--- src/rtl/mem_arb_pkg.sv ---
// Shared types and default widths for the I/D-cache memory-bus arbiter.
package mem_arb_pkg;

    localparam int ADDR_W_DEF = 28;
    localparam int LINE_W_DEF = 128;

    typedef enum logic [1:0] {
        IDLE,
        BUSY_I,
        BUSY_D
    } state_t;

    typedef enum logic {
        PORT_I,
        PORT_D
    } port_sel_t;

endpackage

--- src/rtl/mem_arbiter_if.sv ---
// Cache-side request ports plus the shared line-wide memory bus.
// master = arbiter side, slave = caches/memory side.
interface mem_arbiter_if
    import mem_arb_pkg::*;
#(
    parameter int ADDR_W = ADDR_W_DEF,
    parameter int LINE_W = LINE_W_DEF
);
    logic              i_read;
    logic              i_write;
    logic [ADDR_W-1:0] i_addr;
    logic [LINE_W-1:0] i_wdata;
    logic [LINE_W-1:0] i_rdata;
    logic              i_ready;

    logic              d_read;
    logic              d_write;
    logic [ADDR_W-1:0] d_addr;
    logic [LINE_W-1:0] d_wdata;
    logic [LINE_W-1:0] d_rdata;
    logic              d_ready;

    logic              mem_read;
    logic              mem_write;
    logic [ADDR_W-1:0] mem_addr;
    logic [LINE_W-1:0] mem_wdata;
    logic [LINE_W-1:0] mem_rdata;
    logic              mem_ready;

    modport master (
        input  i_read, i_write, i_addr, i_wdata,
        output i_rdata, i_ready,
        input  d_read, d_write, d_addr, d_wdata,
        output d_rdata, d_ready,
        output mem_read, mem_write, mem_addr, mem_wdata,
        input  mem_rdata, mem_ready
    );

    modport slave (
        output i_read, i_write, i_addr, i_wdata,
        input  i_rdata, i_ready,
        output d_read, d_write, d_addr, d_wdata,
        input  d_rdata, d_ready,
        input  mem_read, mem_write, mem_addr, mem_wdata,
        output mem_rdata, mem_ready
    );

endinterface

--- src/rtl/mem_arb_pick.sv ---
// Combinational grant selector; MEM_ARB_ROUND_ROBIN_EN picks round-robin on ties,
// otherwise the D-cache always wins a tie. Zero latency, no state.
module mem_arb_pick
    import mem_arb_pkg::*;
(
    input  logic      req_i,
    input  logic      req_d,
`ifdef MEM_ARB_ROUND_ROBIN_EN
    input  port_sel_t last_grant,
`endif
    output port_sel_t sel
);

    always_comb begin
        sel = PORT_I;
        if (req_i && req_d) begin
`ifdef MEM_ARB_ROUND_ROBIN_EN
            sel = (last_grant == PORT_I) ? PORT_D : PORT_I;
`else
            sel = PORT_D;
`endif
        end else if (req_d) begin
            sel = PORT_D;
        end
    end

endmodule

--- src/rtl/mem_arbiter.sv ---
// Two-port I/D-cache arbiter onto one registered memory bus; grant to mem_* is 1 cycle,
// port ready follows mem_ready combinationally. Tie policy via MEM_ARB_ROUND_ROBIN_EN.
module mem_arbiter
    import mem_arb_pkg::*;
#(
    parameter int ADDR_W = ADDR_W_DEF,
    parameter int LINE_W = LINE_W_DEF
)(
    input  logic          clk,
    input  logic          rst,
    mem_arbiter_if.master bus
);

    state_t            r_state;
    state_t            w_next_state;
    logic              r_mem_read;
    logic              r_mem_write;
    logic [ADDR_W-1:0] r_mem_addr;
    logic [LINE_W-1:0] r_mem_wdata;

    logic              w_req_i;
    logic              w_req_d;
    logic              w_grant;
    logic              w_done;
    logic              w_i_ready;
    logic              w_d_ready;
    port_sel_t         w_sel;

    assign w_req_i = bus.i_read | bus.i_write;
    assign w_req_d = bus.d_read | bus.d_write;

`ifdef MEM_ARB_ROUND_ROBIN_EN
    port_sel_t r_last_grant;

    always_ff @(posedge clk or posedge rst) begin
        if (rst) begin
            r_last_grant <= PORT_I;
        end else if (w_grant) begin
            r_last_grant <= w_sel;
        end
    end

    mem_arb_pick u_pick (
        .req_i      (w_req_i),
        .req_d      (w_req_d),
        .last_grant (r_last_grant),
        .sel        (w_sel)
    );
`else
    mem_arb_pick u_pick (
        .req_i (w_req_i),
        .req_d (w_req_d),
        .sel   (w_sel)
    );
`endif

    always_ff @(posedge clk or posedge rst) begin
        if (rst) begin
            r_state <= IDLE;
        end else begin
            r_state <= w_next_state;
        end
    end

    // Requests are only looked at in IDLE; a dropped strobe during BUSY is ignored.
    always_comb begin
        w_next_state = r_state;
        w_grant      = 1'b0;
        w_done       = 1'b0;
        w_i_ready    = 1'b0;
        w_d_ready    = 1'b0;
        case (r_state)
            IDLE: begin
                if (w_req_i || w_req_d) begin
                    w_grant      = 1'b1;
                    w_next_state = (w_sel == PORT_D) ? BUSY_D : BUSY_I;
                end
            end
            BUSY_I: begin
                if (bus.mem_ready) begin
                    w_i_ready    = 1'b1;
                    w_done       = 1'b1;
                    w_next_state = IDLE;
                end
            end
            BUSY_D: begin
                if (bus.mem_ready) begin
                    w_d_ready    = 1'b1;
                    w_done       = 1'b1;
                    w_next_state = IDLE;
                end
            end
            default: w_next_state = IDLE;
        endcase
    end

    // Write wins over read when a port raises both strobes.
    always_ff @(posedge clk or posedge rst) begin
        if (rst) begin
            r_mem_read  <= 1'b0;
            r_mem_write <= 1'b0;
            r_mem_addr  <= '0;
            r_mem_wdata <= '0;
        end else if (w_grant) begin
            if (w_sel == PORT_D) begin
                r_mem_write <= bus.d_write;
                r_mem_read  <= bus.d_read & ~bus.d_write;
                r_mem_addr  <= bus.d_addr;
                r_mem_wdata <= bus.d_wdata;
            end else begin
                r_mem_write <= bus.i_write;
                r_mem_read  <= bus.i_read & ~bus.i_write;
                r_mem_addr  <= bus.i_addr;
                r_mem_wdata <= bus.i_wdata;
            end
        end else if (w_done) begin
            r_mem_read  <= 1'b0;
            r_mem_write <= 1'b0;
        end
    end

    assign bus.mem_read  = r_mem_read;
    assign bus.mem_write = r_mem_write;
    assign bus.mem_addr  = r_mem_addr;
    assign bus.mem_wdata = r_mem_wdata;
    assign bus.i_ready   = w_i_ready;
    assign bus.d_ready   = w_d_ready;
    assign bus.i_rdata   = bus.mem_rdata;
    assign bus.d_rdata   = bus.mem_rdata;

endmodule

--- src/flat_wrapper.sv ---
// flat-port wrapper written by rule: the top's interface ports become plain ports
module mem_arbiter_flat import mem_arb_pkg::*;
#(
    parameter int ADDR_W = ADDR_W_DEF,
    parameter int LINE_W = LINE_W_DEF
)
  (clk, rst, bus_i_read, bus_i_write, bus_i_addr, bus_i_wdata, bus_i_rdata, bus_i_ready, bus_d_read, bus_d_write, bus_d_addr, bus_d_wdata, bus_d_rdata, bus_d_ready, bus_mem_read, bus_mem_write, bus_mem_addr, bus_mem_wdata, bus_mem_rdata, bus_mem_ready);
  mem_arbiter_if #(.ADDR_W(ADDR_W), .LINE_W(LINE_W)) bus_i ();
  input  logic clk;
  input  logic rst;
  input wire logic [$bits(bus_i.i_read)-1:0] bus_i_read;
  input wire logic [$bits(bus_i.i_write)-1:0] bus_i_write;
  input wire logic [$bits(bus_i.i_addr)-1:0] bus_i_addr;
  input wire logic [$bits(bus_i.i_wdata)-1:0] bus_i_wdata;
  output wire logic [$bits(bus_i.i_rdata)-1:0] bus_i_rdata;
  output wire logic [$bits(bus_i.i_ready)-1:0] bus_i_ready;
  input wire logic [$bits(bus_i.d_read)-1:0] bus_d_read;
  input wire logic [$bits(bus_i.d_write)-1:0] bus_d_write;
  input wire logic [$bits(bus_i.d_addr)-1:0] bus_d_addr;
  input wire logic [$bits(bus_i.d_wdata)-1:0] bus_d_wdata;
  output wire logic [$bits(bus_i.d_rdata)-1:0] bus_d_rdata;
  output wire logic [$bits(bus_i.d_ready)-1:0] bus_d_ready;
  output wire logic [$bits(bus_i.mem_read)-1:0] bus_mem_read;
  output wire logic [$bits(bus_i.mem_write)-1:0] bus_mem_write;
  output wire logic [$bits(bus_i.mem_addr)-1:0] bus_mem_addr;
  output wire logic [$bits(bus_i.mem_wdata)-1:0] bus_mem_wdata;
  input wire logic [$bits(bus_i.mem_rdata)-1:0] bus_mem_rdata;
  input wire logic [$bits(bus_i.mem_ready)-1:0] bus_mem_ready;
  assign bus_i.i_read = bus_i_read;
  assign bus_i.i_write = bus_i_write;
  assign bus_i.i_addr = bus_i_addr;
  assign bus_i.i_wdata = bus_i_wdata;
  assign bus_i_rdata = bus_i.i_rdata;
  assign bus_i_ready = bus_i.i_ready;
  assign bus_i.d_read = bus_d_read;
  assign bus_i.d_write = bus_d_write;
  assign bus_i.d_addr = bus_d_addr;
  assign bus_i.d_wdata = bus_d_wdata;
  assign bus_d_rdata = bus_i.d_rdata;
  assign bus_d_ready = bus_i.d_ready;
  assign bus_mem_read = bus_i.mem_read;
  assign bus_mem_write = bus_i.mem_write;
  assign bus_mem_addr = bus_i.mem_addr;
  assign bus_mem_wdata = bus_i.mem_wdata;
  assign bus_i.mem_rdata = bus_mem_rdata;
  assign bus_i.mem_ready = bus_mem_ready;
  mem_arbiter #(.ADDR_W(ADDR_W), .LINE_W(LINE_W)) u_core (.clk(clk), .rst(rst), .bus(bus_i));
endmodule
--- config.mk ---
export PLATFORM = sky130hd
export DESIGN_NAME = mem_arbiter_flat
export DESIGN_NICKNAME = d
export VERILOG_FILES = /design/src/rtl/mem_arb_pkg.sv /design/src/rtl/mem_arbiter_if.sv /design/src/rtl/mem_arb_pick.sv /design/src/rtl/mem_arbiter.sv /design/src/flat_wrapper.sv
export SDC_FILE = /design/constraint.sdc
export NUM_CORES = 1
export LEC_CHECK = 0
export ABC_AREA = 1
export BUFFER_PORTS_ARGS = -buffer_cell sky130_fd_sc_hd__clkbuf_2
export CAP_MARGIN = 20
export CELL_PAD_IN_SITES_DETAIL_PLACEMENT = 1
export CELL_PAD_IN_SITES_GLOBAL_PLACEMENT = 2
export CORE_AREA = 2 2 336 338
export CTS_CLUSTER_DIAMETER = 200
export DETAILED_ROUTE_END_ITERATION = 7
export DIE_AREA = 0 0 338 340
export HOLD_SLACK_MARGIN = 0.08
export PLACE_DENSITY_LB_ADDON = 0.08
export SKIP_LAST_GASP = 1
export SLEW_MARGIN = 30
export SYNTH_ARGS = -nofsm -noshare
export SYNTH_HDL_FRONTEND = slang
export SYNTH_HIERARCHICAL = 1
export SYNTH_SLANG_ARGS = --single-unit
--- constraint.sdc ---
create_clock -name clk -period 5 [get_ports clk]
set_clock_uncertainty 0.05 [all_clocks]
set_input_delay 0.25 -clock clk [delete_from_list [all_inputs] [get_ports clk]]
set_output_delay 0.25 -clock clk [all_outputs]
set_load 0.01 [all_outputs]
==> key figures <==
Outcome
  • Status: completed

Critical path
  • Critical path fanouts, max: between 80 and 90
  • WP buf/inv: 6
  • Crit-path slowest cell: dlygate4sd3_1
  • Req. time, crit path: ~5400 ps
  • CP Class: primary input to register
  • Crit path max-delay family: buffers and inverters
  • Largest stage delay on the critical path: 580 ps
  • Critical Path AT: around 3300 ps
  • Worst Setup Start Kind: primary input
  • Crit-path cells: clkbuf_2 -> nor2_2 -> inv_4 -> inv_6 -> buf_12 -> nand3_1 -> dlygate4sd3_1 -> nand2_1 -> dlygate4sd3_1 -> nand3_1 -> nand2_1
  • Worst Setup End Kind: register

Clock tree
  • CTS tree: done
  • CTS Buffer Depth: 2
  • Num CTS Buffers: 17
  • Clock root buffer: clkbuf_16
  • Worst skew pair latency: 490 ps
  • CTS H-tree depth: 4
  • Sink Count: 160
  • # Post-CTS Setup Buffers: 0
  • Clock transition at the registers of the reported paths: 80 ps

Power
  • Peak VDD IR: around 300 uV
  • P per Cell Area: 444 mW/mm^2
  • Leakage power: 6.59 nW

GRT
  • Number of global-route vias before repair: approximately 10000
  • Antenna violations before repair: 9
  • GR Overflow Total: 0
  • Total GRT Usage: 0.0841
  • Largest net degree at the start of global routing: 127
  • First-pass GRT wire length: between 60 and 70 mm

Routing
  • Residual DRC: 0
  • Pre-antenna DRT Iters: 4
  • Total Wirelength: 48.8 mm
  • Via density: 2.94
  • 1st-iter DRT viols: 150
  • Routed Antenna Nets: 0
  • Avg WL per Cell: 15.6 um
  • Vias: 9188

STA
  • Tcrit/Tclk final: 0.588
  • RSZ-0062 raised after global routing: false
  • Slew headroom: 0.378
  • TNS Setup: 0 ps
  • Worst-Margin Slew: 933 ps
  • Final setup viols: 0
  • Final hold vios: 0
  • Fin. max-slew vios: 0
  • Fmax: 340 MHz
  • Final min period: just under 3000 ps

Synthesis
  • Synthesized netlist net count: 1599
  • Cell area after synthesis: 0.00975 mm^2
  • Post-Syn Area per Cell: ~8.5 um^2
  • Mapped Cells: between 1000 and 1500
  • Yosys warning total: 6

Final layout
  • Area Growth Syn to Fin: 55.0%
  • Layout cells sized above 1: 0.428
  • Post-route cell area: 0.0151 mm^2
  • # nets final: around 2000
  • Final non-filler cell total: approximately 3100

Die
  • Placeable Area: 0.112 mm^2
  • # IOs: 863
  • Die H: 340 um
  • Initial Util: 0.0874
  • Row cnt: 123
  • Die width: 338 um
  • Die area: 0.115 mm^2

Place
  • HPWL after DPL: 34.9 mm
  • GP Congestion: 0.639
  • Post-Place Cells: 2810
  • Port Buffer Count: 478
  • Placed cell area: approximately 0.012 mm^2

Hold path
  • Worst hold path class: primary input to register

Flow run
  • Max-cap violation count: 0
where the power goes:
group	internal (mW)	leakage, nW	switching (mW)	total [mW]
combinational	1.16	4.40	1.82	2.98
clock	0.711	0.260	0.685	1.40
sequential	1.96	1.92	0.376	2.33
timing repair:
item,in CTS,in global routing
endpoints found under the hold margin,231,0
gates resized for setup,0,0
hold buffers,276,0
cells in the final DEF (no fill, tap or decap), types with 2 or more instances in the layout:
master / count
o21ai_2: 8
ha_1: 3
diode_2: 2
clkbuf_8: 2
inv_6: 2
o21ai_0: 234
dfrtp_1: 160
nand2_2: 9
o21ai_1: 70
clkbuf_2: 478
buf_4: 3
nand4_1: 3
clkinvlp_4: 4
buf_12: 5
clkbuf_16: 17
or2_2: 156
nor2_2: 2
inv_1: 7
clkbuf_1: 4
nand3_1: 6
dlygate4sd3_1: 276
nand2_1: 162
clkinv_2: 3
routing by layer:
layer | vias up | wire length, um | GRT usage
li1 | 4388 | - | -
met1 | 4277 | 19300 | 0.0910
met2 | 393 | 23200 | 0.141
met3 | 116 | 4720 | 0.0374
met4 | 14 | 1500 | 0.0361
met5 | - | 69 | 0
worst paths after layout:
check | startpoint | endpoint | slack [ps] | depth (start not counted)
max in group asynchronous | rst | u_core/bus.mem_wdata[72] | 3380 | 4
worst min register to register | u_core/bus.mem_wdata[3] | u_core/bus.mem_wdata[3] | 440 | 2
worst max-delay path | bus_d_read | u_core/bus.mem_read | 2060 | 11
min in group asynchronous | rst | u_core/bus.mem_wdata[77] | 320 | 3
worst min-delay path | bus_i_wdata[17] | u_core/bus.mem_wdata[17] | 130 | 4
worst max register to register | u_core/r_state[1] | u_core/bus.mem_write | 2520 | 6
worst register-to-register path: cells and delay by family, from the launching register on:
| kind | cells | cell delay (ps) |
|---|---|---|
| adder cells (fa/ha/maj) | 1 | 380 |
| buffers and inverters | 2 | 640 |
| AND/OR/NAND/NOR | 3 | 900 |
| flip-flops | 1 | 410 |
area by class of cell:
cell class / instances / area (um^2)
inverters: 10 / 52.6
clock buffers: 23 / 468
diodes: 2 / 5.00
multi-input cells: 654 / 3350
fillers: 13300 / 96500
well taps: 1500 / 1880
repair buffers: 762 / 5280
flip-flops and latches: 160 / 4000
clock inverters: 9 / 83.8
per-stage QoR:
step	worst slack [ps]	total power, mW	utilization	hold slack, ps
2_1_floorplan	380	4.10	-	401
3_3_place_gp	2410	5.30	0.106	372
3_5_place_dp	2430	5.31	0.106	365
4_1_cts	1970	7.04	0.135	80.4
5_1_grt	1790	7.40	0.135	95.8
6_report	2060	6.71	0.135	132
flip-flops by register name, summed over array words and instances (netlist names):
name                  cells
u_core/bus.mem_wdata    128
u_core/bus.mem_addr      28
u_core/r_state            2
u_core/bus.mem_read       1
u_core/bus.mem_write      1
Power figures use the tool's default switching activity.
